===== src/rtl/pipe_ctrl.sv =====
// pipe_ctrl: in-order pipeline control for hazards, forwarding,
// stall/flush sequencing and saturating event counters.
module pipe_ctrl #(
  parameter int STAGES      = 4,
  parameter int RW          = 5,
  parameter int FWD_EN      = 1,
  parameter int REDIR_STAGE = 1
) (
  input  logic              clk,
  input  logic              rst_n,
  input  logic              if_valid,
  output logic              if_ready,
  input  logic [RW-1:0]     id_rs1,
  input  logic [RW-1:0]     id_rs2,
  input  logic              id_rs1_use,
  input  logic              id_rs2_use,
  input  logic [RW-1:0]     id_rd,
  input  logic              id_rd_wen,
  input  logic              id_is_load,
  input  logic              redirect,
  input  logic              ext_stall,
  output logic [STAGES-1:0] stage_valid,
  output logic [STAGES-1:0] stage_en,
  output logic [2:0]        fwd_rs1_sel,
  output logic [2:0]        fwd_rs2_sel,
  output logic [31:0]       stall_cnt,
  output logic [31:0]       flush_cnt
);

  logic [STAGES-1:0]         vld;
  logic [STAGES-1:0][RW-1:0] rd_q;
  logic [STAGES-1:0]         wen_q;
  logic                      ld0;
  logic                      ld1;
  logic [RW-1:0]             rs1_q;
  logic [RW-1:0]             rs2_q;
  logic                      use1_q;
  logic                      use2_q;

  logic [STAGES-1:0] m1;
  logic [STAGES-1:0] m2;
  logic [STAGES-1:0] en;
  logic [2:0]        sel1;
  logic [2:0]        sel2;
  logic              hazard;
  logic              issue;
  logic              accept;

  // Source-vs-destination matches against every older stage
  always_comb begin
    m1 = '0;
    m2 = '0;
    for (int i = 1; i < STAGES; i++) begin
      m1[i] = vld[i] & wen_q[i] & (rd_q[i] == rs1_q)
            & (rs1_q != '0) & use1_q;
      m2[i] = vld[i] & wen_q[i] & (rd_q[i] == rs2_q)
            & (rs2_q != '0) & use2_q;
    end
  end

  // Hazard and nearest-producer forwarding select
  always_comb begin
    hazard = 1'b0;
    sel1   = '0;
    sel2   = '0;
    if (FWD_EN != 0) begin
      hazard = (m1[1] | m2[1]) & ld1;
      for (int i = STAGES - 1; i >= 1; i--) begin
        if (m1[i]) sel1 = 3'(i);
        if (m2[i]) sel2 = 3'(i);
      end
    end else begin
      hazard = (|m1) | (|m2);
    end
  end

  assign issue    = vld[0] & ~hazard & ~ext_stall & ~redirect;
  assign if_ready = ~vld[0] | issue | redirect;
  assign accept   = if_valid & if_ready & ~redirect;

  // Per-stage load enables; held stages keep their content
  always_comb begin
    en    = '0;
    en[0] = redirect | issue | accept;
    for (int i = 1; i < STAGES; i++) begin
      if (ext_stall) en[i] = redirect & (i < REDIR_STAGE);
      else           en[i] = 1'b1;
    end
  end

  // Pipeline entries and event counters
  always_ff @(posedge clk or negedge rst_n) begin
    if (!rst_n) begin
      vld       <= '0;
      rd_q      <= '0;
      wen_q     <= '0;
      ld0       <= 1'b0;
      ld1       <= 1'b0;
      rs1_q     <= '0;
      rs2_q     <= '0;
      use1_q    <= 1'b0;
      use2_q    <= 1'b0;
      stall_cnt <= '0;
      flush_cnt <= '0;
    end else begin
      if (redirect) begin
        vld[0] <= 1'b0;
      end else if (accept) begin
        vld[0]   <= 1'b1;
        rs1_q    <= id_rs1;
        rs2_q    <= id_rs2;
        use1_q   <= id_rs1_use;
        use2_q   <= id_rs2_use;
        rd_q[0]  <= id_rd;
        wen_q[0] <= id_rd_wen;
        ld0      <= id_is_load;
      end else if (issue) begin
        vld[0] <= 1'b0;
      end
      for (int i = 1; i < STAGES; i++) begin
        if (en[i]) begin
          if (ext_stall) begin
            vld[i] <= 1'b0;
          end else if (i == 1) begin
            vld[1]   <= issue;
            rd_q[1]  <= rd_q[0];
            wen_q[1] <= wen_q[0];
            ld1      <= ld0;
          end else begin
            vld[i]   <= vld[i-1]
                      & ~(redirect & (i <= REDIR_STAGE));
            rd_q[i]  <= rd_q[i-1];
            wen_q[i] <= wen_q[i-1];
          end
        end
      end
      if (vld[0] & ~issue & ~redirect & ~(&stall_cnt))
        stall_cnt <= stall_cnt + 32'd1;
      if (redirect & ~(&flush_cnt))
        flush_cnt <= flush_cnt + 32'd1;
    end
  end

  assign stage_valid = vld;
  assign stage_en    = en;
  assign fwd_rs1_sel = sel1;
  assign fwd_rs2_sel = sel2;

endmodule


===== config.mk =====
export PLATFORM = sky130hd
export DESIGN_NAME = pipe_ctrl
export DESIGN_NICKNAME = d
export VERILOG_FILES = /design/src/rtl/pipe_ctrl.sv
export SDC_FILE = /design/constraint.sdc
export NUM_CORES = 1
export LEC_CHECK = 0
export CORE_MARGIN = 5
export CORE_UTILIZATION = 52
export CTS_CLUSTER_SIZE = 28
export DETAILED_ROUTE_END_ITERATION = 10
export GPL_ROUTABILITY_DRIVEN = 0
export GPL_TIMING_DRIVEN = 0
export PLACE_DENSITY_LB_ADDON = 0.25
export SYNTH_ARGS = -nofsm -noshare
export SYNTH_HDL_FRONTEND = slang
export SYNTH_SLANG_ARGS = --single-unit

===== constraint.sdc =====
create_clock -name clk -period 3.2 [get_ports clk]
set_clock_uncertainty 0.05 [all_clocks]
set_input_delay 0.64 -clock clk [delete_from_list [all_inputs] [get_ports clk]]
set_output_delay 0.64 -clock clk [all_outputs]
set_load 0.005 [all_outputs]

# == Yosys cells after proc, flatten, opt, wreduce, memory -nomap -nowiden ==
# Cells that the tools add are included.
# totals
regBits,106
in_bits,24
output_inout_bits,79
elab_cells,83
# op_classes
n_addsub,2
eq_ne,6
n_mux,10
bitwise,43
reduce_logical,6
# ops
cell,count
"32-bit by 1-bit adder with 32-bit output, second input constant",2
32-bit AND reduction,2
1-bit AND,31
5-bit equality test,6
3-bit 2-to-1 mux,4
5-bit nonzero test,2
1-bit inverter,7
1-bit OR,5
1-bit 2-to-1 mux,4
2-bit 2-to-1 mux,2
3-bit nonzero test,1
2-bit AND reduction,1

# == Longest topological paths before layout ==
# Gate-level depths: netlist (run 1).
# logic_depth
ltp_word,16
depth_mapped,9
depth_no_buf,8

# == Worst setup path before layout (run 1) ==
# OpenSTA, ideal clock, no wires.
# synth_timing
path_type,register to register
startpoint,reg rs2_q[0]
endpoint,reg rd_q[4] (netlist bit)
setup_time_ns,0.125
arrival_ns,2.379
required_time_ns,3.025
setup_slack_ns,0.646
path_stages_with_launch,10
n_path_buf,2
synth_period_minus_slack_ns,2.554
cell_sequence,dfrtp_1 or4_1 o21ai_2 or3_4 a21boi_2 o21ai_4 nor3b_2 buf_6 buf_12 mux2_4
# synth_via
elab_chain_cells,15
elab_cells_between_ends,16
cone_classes,eq/ne: 1; bitwise: 13; reduce/logical: 2
# synth_lines
item,line,rtl
"start, declared",36,logic [RW-1:0] rs2_q;
"start signal, assigned",111,rs2_q <= id_rs2;
5-bit equality test,56,m2[i] = vld[i] & wen_q[i] & (rd_q[i] == rs2_q)
1-bit AND,56,
1-bit AND (*) (2 in a row),57,& (rs2_q != '0) & use2_q;
1-bit OR (*),67,hazard = (m1[1] | m2[1]) & ld1;
1-bit AND (*),67,
1-bit inverter (*),77,assign issue = vld[0] & ~hazard & ~ext_stall & ~redirect;
1-bit AND (*) (3 in a row),77,
1-bit OR (*) (2 in a row),78,assign if_ready = ~vld[0] | issue | redirect;
net if_ready,12,"output logic if_ready,"
1-bit AND (*) (2 in a row),79,assign accept = if_valid & if_ready & ~redirect;
2-bit AND reduction (no line) (*),--,
"end signal, assigned by index",132,rd_q[i] <= rd_q[i-1];
"end, declared",31,logic [STAGES-1:0][RW-1:0] rd_q;
# The timed path passes the listed nets; every way through them passes the cells marked *.
# A chain may end at the register's enable or synchronous reset.

# == Worst setup path in the final report (run 1) ==
# layout_timing
startpoint,reg rs2_q[0]
endpoint,out fwd_rs2_sel[0]
# layout_via
elab_chain_cells,7
elab_cells_between_ends,16
cone_classes,eq/ne: 3; mux: 3; bitwise: 9; reduce/logical: 1
# layout_lines
item,line,rtl
5-bit equality test,56,
1-bit AND,56,
1-bit AND (2 in a row),57,
2-bit 2-to-1 mux,70,if (m2[i]) sel2 = 3'(i);
3-bit 2-to-1 mux,70,
3-bit 2-to-1 mux (*),70,
"end, declared",25,"output logic [2:0] fwd_rs2_sel,"
# Mark *: on every way between the ends. The rest lies on a longest branch, timed or not.

==> qor.txt, run 1 <==
clk_lat worst skew -> 0.36 ns
diodes inserted -> 0
synthesized flop and latch total -> 106
port bufs -> 98
Synth area leader -> dfrtp_1
net count reported at finish -> 595
final wirelength -> 11500 µm
syn avg cell area -> 11.5 µm²
detailed-route vias per instance -> 5.36
Slew @ Worst Pin -> 1.01 ns
CP startpoint -> rs2_q[0]
status -> complete, but fails checks
synth unique cells -> 42
max-slew violations -> 0
Critical Path AT -> 2.51 ns
Syn Inst Count -> 443
Req. time, crit path -> 2.51 ns
fraction of layout cells with a size suffix above 1 -> 0.175
CTS clock-pin slew for the worst setup and hold paths -> 0.10 ns
top post-synthesis cells by area -> dfrtp_1 (52%), xnor2_1 (8.9%), xor2_1 (6.9%), mux2_2 (6.6%), mux2_4 (2.9%)
failing checks -> negative setup slack
met2 routed WL -> 5640 µm
Max FO, Critical Path -> 3
Hold Path Class -> input pin to asynchronous set/reset pin
remaining global-route overflow -> 0
first-pass GRT wire length -> 18600 µm
Max IR drop VDD -> 308 µV
PD cells -> 480 nW/µm²
crit path capture type -> output pin
DRC -> 0
TritonCTS clock tree -> built
Reg2Reg Launch Point -> rs2_q[0]
synthesized area -> 5110 µm²
number of H-tree levels -> 3
DR iter-0 viols -> 201
Die Y -> 109 µm
startpoint types -> register
Commonest cells post-synth -> dfrtp_1 (106), xnor2_1 (52), xor2_1 (40)
vias in the first global route -> 3744
DR vias -> 3769
total power -> 3.18 mW
average wire per cell in the routed design -> 16.4 µm
headroom to the max-slew limit -> 0.318
I/O pin cnt -> 103
Max-cap violations -> 0
largest net degree at the start of global routing -> 63
antenna violations before repair -> 0
ys flop type -> dfrtp_1
most instantiated library cell after synthesis -> dfrtp_1
kind of critical path -> register to output pin
Max clock buf depth -> 2
CTS buffer count -> 9
fmax -> 312 MHz
met1 WL -> 5110 µm
ANT nets after route -> 0
worst setup margin -> -0.00128 ns
die area -> 11900 µm²
register area share after synthesis -> 0.519
Initial Utilization -> 0.528
Pleak -> 2.94 nW
highest routed layer -> met4
Die X-Extent -> 109 µm
core area -> 9680 µm²
met3 wire len -> 690 µm
EDFF count, synth -> 0
Post-Route Setup TNS -> -0.00128 ns
post-route clock period utilization -> 1.00
Final Hold Fails -> 0
Final setup viols -> 1
Synth top area share -> 0.519
synth-to-layout area growth -> 29.7%
row count -> 36
first-pass iteration count of the detailed router -> 4
Final min period -> 3.20 ns
HPWL after DPL -> 8120 µm
DP Worst Slack -> 0.107 ns
post-synthesis async set-or-reset flop share -> 1.00
Root Driver -> clkbuf_8
Global Route Usage Sum -> 0.199
Post-CTS Hold Buffers -> 0
Yosys warning count -> 0
CTS sink cnt -> 106
-- layout make-up --
| class | count | area (µm²) |
|---|---|---|
| plain buffers | 15 | 98.8 |
| clock buffers | 9 | 124 |
| clock inverters | 3 | 45.0 |
| fillers | 734 | 3060 |
| inverters | 9 | 33.8 |
| multi-input cells | 314 | 2360 |
| flip-flops and latches | 106 | 2670 |
| well taps | 133 | 166 |
| repair buffers | 114 | 1130 |
-- state kept, by name, indices dropped and copies added, names as in the netlist --
name,flops
rs1_q,5
use1_q,1
flush_cnt,32
ld0,1
use2_q,1
rs2_q,5
wen_q,4
stage_valid,4
ld1,1
stall_cnt,32
rd_q,20
-- where the power goes --
part	leakage [nW]	total (mW)	switching [mW]	internal [mW]
sequential	1.35	1.72	0.215	1.51
clock	0.0791	0.772	0.427	0.345
combinational	1.51	0.686	0.257	0.429
-- per-layer routing --
layer | global-route usage | up-vias
met1 | 0.270 | 1873
met3 | 0.0497 | 10
met2 | 0.314 | 99
met4 | 0.0604 | 0
met5 | 0 | -
li1 | - | 1787
-- cells by family (layout without fill, tap and decap cells) --
| logic type | after synthesis | after routing | share of synthesized area |
|---|---|---|---|
| adders and majority gates | 2 | 2 | 0.00490 |
| buffers and inverters | 24 | 150 | 0.0260 |
| other | 1 | 2 | 0.000734 |
| and+or+nand+nor | 159 | 159 | 0.168 |
| DFF | 106 | 106 | 0.519 |
| xor gates and xnor gates | 92 | 92 | 0.158 |
| muxes | 40 | 40 | 0.0955 |
| AOI/OAI and AO/OA | 19 | 19 | 0.0282 |
-- cell usage in the layout, fill, tap and decap left out, types with 3 or more instances in the layout --
master and n:
dfrtp_1 95, clkdlybuf4s50_1 91, xnor2_1 51, xor2_1 40, nand2_1 36, mux2_2 30
nand3_1 23, nand4_1 21, buf_4 20, nor2_1 18, and3_1 15, nor3_1 13
dfrtp_2 11, nor4_1 10, mux2_4 10, inv_1 9, clkbuf_8 9, o21a_1 5
and4_1 5, dlymetal6s2s_1 5, or3_1 4, clkbuf_1 4, or4_1 3, o21ai_1 3
buf_2 3
-- repair_timing --
action	CTS	global route
pin swaps	5	4
resized for setup	13	11
setup endpoints to repair	4	5
setup buffers	8	7
-- stage by stage --
step | hold WS [ns] | cell area (µm²) | cells | utilization
after floorplan | 0.294 | 5110 | 444 | -
after global placement | 0.425 | 6260 | 675 | 0.647
after detailed placement | 0.434 | 6290 | 676 | 0.649
after CTS | 0.241 | 6540 | 696 | 0.676
after global routing | 0.255 | 6630 | 703 | 0.684
final | 0.223 | 6630 | 703 | 0.684
-- critical path, stage by stage (launching register included) --
cell	delay, ns
dfrtp_2	0.44
or4_4	0.58
o21ai_4	0.19
buf_4	0.14
nor3_1	0.06
o41ai_1	0.44
dlygate4sd2_1	0.29
-- worst paths after layout --
| check | slack (ns) | endpoint | cells after the start |
|---|---|---|---|
| worst max-delay path | -0.001 | fwd_rs2_sel[0] | 6 |
| worst min-delay path | 0.22 | rd_q[15] | 1 |
| worst max register to register | 0.40 | rd_q[4] | 10 |
| worst min register to register | 0.45 | stall_cnt[6] | 1 |
| max in group asynchronous | 2.16 | stall_cnt[26] | 2 |
| min in group clk | 0.45 | stall_cnt[6] | 1 |
(Power assumes the default switching activity.)
==> inputs of run 2 (changes only) <==
--- a/config.mk
+++ b/config.mk
@@ -6,7 +6,7 @@
 export NUM_CORES = 1
 export LEC_CHECK = 0
 export CORE_MARGIN = 5
-export CORE_UTILIZATION = 52
+export CORE_UTILIZATION = 45
 export CTS_CLUSTER_SIZE = 28
 export DETAILED_ROUTE_END_ITERATION = 10
 export GPL_ROUTABILITY_DRIVEN = 0
==> qor.txt, run 2 (synthesis gave the netlist of run 1 again) <==
status -> completed (was complete, but fails checks)
fraction of layout cells with a size suffix above 1 -> 0.170 (was 0.175)
Final Hold Fails -> 0 (unchanged)
Final min period -> 3.11 ns (was 3.20 ns)
Hold Path Class -> input pin to asynchronous set/reset pin (unchanged)
number of H-tree levels -> 3 (unchanged)
port bufs -> 98 (unchanged)
Slew @ Worst Pin -> 1.04 ns (was 1.01 ns)
Post-CTS Hold Buffers -> 0 (unchanged)
PD cells -> 525 nW/µm² (was 480 nW/µm²)
met3 usage -> 0.0632 (was 0.0497)
CTS sink cnt -> 106 (unchanged)
core area -> 11300 µm² (was 9680 µm²)
DR iter-0 viols -> 199 (was 201)
max-slew violations -> 0 (unchanged)
ANT nets after route -> 0 (unchanged)
Max-cap violations -> 0 (unchanged)
Die Y -> 117 µm (was 109 µm)
crit path capture type -> output pin (unchanged)
commonest non-fill, non-tap cell in the layout -> dfrtp_1 (unchanged)
diodes inserted -> 0 (unchanged)
DRC -> 0 (unchanged)
average wire per cell in the routed design -> 16.7 µm (was 16.4 µm)
kind of critical path -> register to output pin (unchanged)
Final setup viols -> 0 (was 1)
Fin Hold WS -> 0.329 ns (was 0.223 ns)
Pleak -> 2.94 nW (about the same)
TritonCTS clock tree -> built (unchanged)
first-pass iteration count of the detailed router -> 4 (unchanged)
CTS buffer count -> 9 (unchanged)
grt peak-use layer -> met2 (unchanged)
Post-Route Setup TNS -> 0 ns (was -0.00128 ns)
GRT met2 Usage -> 0.290 (was 0.314)
clk_lat worst skew -> 0.35 ns (was 0.36 ns)
post-route clock period utilization -> 0.971 (was 1.00)
Root Driver -> clkbuf_16 (was clkbuf_8)
Req. time, crit path -> 2.51 ns (about the same)
Critical Path AT -> 2.42 ns (was 2.51 ns)
row count -> 39 (was 36)
startpoint types -> register (unchanged)
Die X-Extent -> 117 µm (was 109 µm)
synth-to-layout area growth -> 31.9% (was 29.7%)
total power -> 3.54 mW (was 3.18 mW)
GR Util met1 -> 0.230 (was 0.270)
vias in the first global route -> 3785 (was 3744)
headroom to the max-slew limit -> 0.298 (was 0.318)
fmax -> 322 MHz (was 312 MHz)
detailed-route vias per instance -> 5.28 (was 5.36)
Max FO, Critical Path -> 5 (was 3)
remaining global-route overflow -> 0 (unchanged)
CTS clock-pin slew for the worst setup and hold paths -> 0.07 ns (was 0.10 ns)
Max clock buf depth -> 2 (unchanged)
Initial Utilization -> 0.453 (was 0.528)
die area -> 13600 µm² (was 11900 µm²)
most frequent cells in the layout -> dfrtp_1 (98), clkdlybuf4s50_1 (94), xnor2_1 (52) (was dfrtp_1 (95), clkdlybuf4s50_1 (91), xnor2_1 (51))
Top Registers -> flush_cnt: 32 flops, stall_cnt: 32 flops, rd_q: 20 flops (unchanged)
HPWL after DPL -> 8220 µm (was 8120 µm)
net count reported at finish -> 593 (was 595)
final wirelength -> 11900 µm (was 11500 µm)
I/O pin cnt -> 103 (unchanged)
antenna violations before repair -> 0 (unchanged)
largest net degree at the start of global routing -> 61 (was 63)
DR vias -> 3777 (was 3769)
first-pass GRT wire length -> 18900 µm (was 18600 µm)
Global Route Usage Sum -> 0.179 (was 0.199)
Max IR drop VDD -> 481 µV (was 308 µV)
==> run 2: cell types whose count changed in the layout (fill, tap and decap cells not counted), moves of 2 or more <==
cell	change
clkbuf_8	-7
dlymetal6s2s_1	-4
buf_4	-2
dfrtp_2	-3
clkdlybuf4s50_1	+3
dfrtp_1	+3
clkbuf_16	+9
==> run 2: per-stage QoR <==
step	setup WS, ns	cell area, µm²	cells	util
after floorplan	0.646	5110	444	-
after global placement	-2.64	6270	685	0.557
after detailed placement	0.159	6300	686	0.559
after CTS	0.0110	6690	709	0.593
after global routing	-0.00356	6740	715	0.598
final	0.0916	6740	715	0.598
==> run 2: worst paths after layout <==
kind	slack [ns]	start	to	depth (start not counted)
worst max register to register	0.44	rs2_q[0]	rs2_q[3]	10
min in group clk	0.44	stall_cnt[22]	stall_cnt[22]	1
worst min-delay path	0.33	rst_n	rs2_q[3]	1
worst max-delay path	0.09	rs1_q[3]	fwd_rs1_sel[1]	6
worst min register to register	0.44	stall_cnt[22]	stall_cnt[22]	1
max in group asynchronous	2.07	rst_n	flush_cnt[27]	2
==> run 2: what timing repair did <==
action | CTS | global route
pin swaps | 5 | 0
resized for setup | 12 | 5
cloned | 0 | 0
endpoints found under the setup margin | 4 | 3
setup buffers | 7 | 6
==> run 2: report_power, final <==
| part | internal (mW) | switching (mW) | total, mW |
|---|---|---|---|
| Sequential | 1.51 | 0.214 | 1.72 |
| Combinational | 0.421 | 0.260 | 0.681 |
| Clock | 0.649 | 0.489 | 1.14 |
==> run 2: final cells by class <==
| type | count | area (µm²) |
|---|---|---|
| plain buffers | 15 | 98.8 |
| clock buffers | 12 | 256 |
| clock inverters | 4 | 50.0 |
| fillers | 956 | 4530 |
| inverters | 9 | 33.8 |
| multi-input cells | 314 | 2350 |
| flip-flops and latches | 106 | 2660 |
| well taps | 143 | 179 |
| repair buffers | 112 | 1100 |
==> run 2: worst max-delay path, cell delays in order, from the launching register on <==
cell and delay [ns]:
dfrtp_2 0.45, or4_1 0.52, o21a_2 0.26, nand3_4 0.09, buf_4 0.13, o21a_1 0.12, clkdlybuf4s50_1 0.50
==> run 2: layer usage <==
| metal | up-vias | part of all wire |
|---|---|---|
| li1 | 1787 | - |
| met1 | 1881 | 0.44 |
| met2 | 99 | 0.49 |
| met3 | 10 | 0.067 |
| met4 | 0 | 0.0098 |
| met5 | - | 0 |
==> inputs of run 3 (changes only) <==
--- a/config.mk
+++ b/config.mk
@@ -5,7 +5,8 @@
 export SDC_FILE = /design/constraint.sdc
 export NUM_CORES = 1
 export LEC_CHECK = 0
-export CORE_MARGIN = 5
+export CAP_MARGIN = 20
+export CORE_MARGIN = 2
 export CORE_UTILIZATION = 45
 export CTS_CLUSTER_SIZE = 28
 export DETAILED_ROUTE_END_ITERATION = 10
==> constraint.sdc (replaced) <==
create_clock -name clk -period 3.8 [get_ports clk]
set_clock_uncertainty 0.05 [all_clocks]
set_input_delay 0.76 -clock clk [delete_from_list [all_inputs] [get_ports clk]]
set_output_delay 0.76 -clock clk [all_outputs]
set_load 0.005 [all_outputs]
==> qor.txt, run 3 (synthesis gave the netlist of run 1 again) <==
P_sw -> 785 µW (was 963 µW)
TritonCTS clock tree -> built (unchanged)
placed cell area -> 6290 µm² (was 6300 µm²)
DRC -> 0 (unchanged)
largest net degree at the start of global routing -> 61 (unchanged)
fmax -> 285 MHz
GR Util met1 -> 0.245 (was 0.230)
RSZ-0062 raised after global routing -> false
net count reported at finish -> 580 (was 593)
ANT nets after route -> 0 (unchanged)
first-pass GRT wire length -> 18900 µm (about the same)
Fillers -> 937 (was 956)
core area -> 11000 µm² (was 11300 µm²)
final core occ -> 0.598 (about the same)
Final Hold Fails -> 0 (unchanged)
Max FO, Critical Path -> 9 (was 5)
Root Driver -> clkbuf_16 (unchanged)
average wire per cell in the routed design -> 15.8 µm (was 16.7 µm)
Slew @ Worst Pin -> 1.01 ns (was 1.04 ns)
DR vias -> 3723 (was 3777)
DP Worst Slack -> 0.671 ns (was 0.159 ns)
Seq pwr share -> 0.511 (was 0.486)
Critical Path AT -> 2.70 ns (was 2.42 ns)
HPWL after DPL -> 7880 µm (was 8220 µm)
I/O pin cnt -> 103 (unchanged)
Hold Path Class -> input pin to asynchronous set/reset pin (unchanged)
Top Registers -> flush_cnt: 32 flops, stall_cnt: 32 flops, rd_q: 20 flops (unchanged)
fraction of layout cells with a size suffix above 1 -> 0.129 (was 0.170)
Die Y -> 111 µm (was 117 µm)
final cell count without fillers -> 699 (was 715)
crit path capture type -> output pin (unchanged)
Switching Fraction -> 0.276 (was 0.272)
Die X-Extent -> 111 µm (was 117 µm)
CTS sink cnt -> 106 (unchanged)
final wirelength -> 11000 µm (was 11900 µm)
antenna violations before repair -> 0 (unchanged)
worst setup margin -> 0.286 ns (was 0.0916 ns)
Post CTS Setup Buffer Count -> 0 (was 7)
Post-CTS Hold Buffers -> 0 (unchanged)
DR iter-0 viols -> 130 (was 199)
kind of critical path -> register to output pin (unchanged)
remaining global-route overflow -> 0 (unchanged)
combinational power share -> 0.181 (was 0.192)
CTS buffer count -> 9 (unchanged)
post-route clock period utilization -> 0.925
PD cells -> 432 nW/µm² (was 525 nW/µm²)
cell-internal power -> 2.06 mW (was 2.58 mW)
startpoint types -> register (unchanged)
Max-cap violations -> 0 (unchanged)
Final setup viols -> 0 (unchanged)
post-route cell area -> 6570 µm² (was 6740 µm²)
synth-to-layout area growth -> 28.6% (was 31.9%)
first-pass iteration count of the detailed router -> 4 (unchanged)
row count -> 38 (was 39)
vias in the first global route -> 3811 (was 3785)
clock power share -> 0.308 (was 0.322)
placed cell count -> 683 (was 686)
diodes inserted -> 0 (unchanged)
Final min period -> 3.51 ns
detailed-route vias per instance -> 5.33 (was 5.28)
met3 usage -> 0.0582 (was 0.0632)
most frequent cells in the layout -> dfrtp_1 (106), clkdlybuf4s50_1 (97), xnor2_1 (52) (was dfrtp_1 (98), clkdlybuf4s50_1 (94), xnor2_1 (52))
CTS clock-pin slew for the worst setup and hold paths -> 0.07 ns (about the same)
port bufs -> 98 (unchanged)
total power -> 2.84 mW (was 3.54 mW)
headroom to the max-slew limit -> 0.320 (was 0.298)
grt peak-use layer -> met2 (unchanged)
clk_lat worst skew -> 0.34 ns (was 0.35 ns)
Req. time, crit path -> 2.99 ns (was 2.51 ns)
Initial Utilization -> 0.465 (was 0.453)
Pleak -> 2.85 nW (was 2.94 nW)
Global Route Usage Sum -> 0.188 (was 0.179)
die area -> 12200 µm² (was 13600 µm²)
number of H-tree levels -> 3 (unchanged)
max-slew violations -> 0 (unchanged)
Max clock buf depth -> 2 (unchanged)
r2r worst-path depth -> 9 (was 10)
GRT met2 Usage -> 0.306 (was 0.290)
status -> completed (unchanged)
Max IR drop VDD -> 309 µV (was 481 µV)
commonest non-fill, non-tap cell in the layout -> dfrtp_1 (unchanged)
# resized after CTS -> 0 (was 12)
-- run 3: layout make-up --
cell class,instances,area (µm²),share of cell area
Sequential cell,106,2650,0.404
Clock buffer,12,246,0.0375
Multi-Input combinational cell,314,2330,0.354
Inverter,9,33.8,0.00514
Timing Repair Buffer,99,1010,0.153
Buffer,15,98.8,0.0150
Clock inverter,4,27.5,0.00419
Tap cell,140,175,0.0267
-- run 3: power by group through the flow --
stage / Sequential (mW) / Clock, mW / Combinational, mW
after floorplan: 1.43 / 0 / 0.310
after global placement: 1.47 / 0 / 0.501
after detailed placement: 1.47 / 0 / 0.519
after CTS: 1.45 / 0.897 / 0.522
after global routing: 1.48 / 0.950 / 0.573
final: 1.45 / 0.875 / 0.515
-- run 3: worst paths after layout --
check	slack (ns)	from	to
worst max-delay path	0.29	rs2_q[0]	if_ready
worst min-delay path	0.37	rst_n	flush_cnt[19]
worst max register to register	0.93	rs2_q[0]	rd_q[4]
worst min register to register	0.45	flush_cnt[16]	flush_cnt[16]
max in group asynchronous	2.63	rst_n	stall_cnt[13]
min in group clk	0.45	flush_cnt[16]	flush_cnt[16]
-- run 3: routing by layer --
metal,vias to the layer above,wire [µm]
met5,-,0
met4,0,158
met3,13,593
met2,92,5260
met1,1857,5010
li1,1761,-
-- run 3: metrics by stage --
stage / setup TNS (ns) / hold slack, ns
detailed placement: 0 / 0.437
finish: 0 / 0.367
CTS: 0 / 0.395
floorplan: 0 / 0.414
global route: 0 / 0.410
global placement: -217.83 / 0.429
-- run 3: worst max-delay path: stages, from the launching register on --
cell             delay, ns
dfrtp_1               0.47
or4_1                 0.56
o21ai_2               0.22
or3_4                 0.20
a21boi_2              0.08
o21ai_4               0.27
clkdlybuf4s50_1       0.56
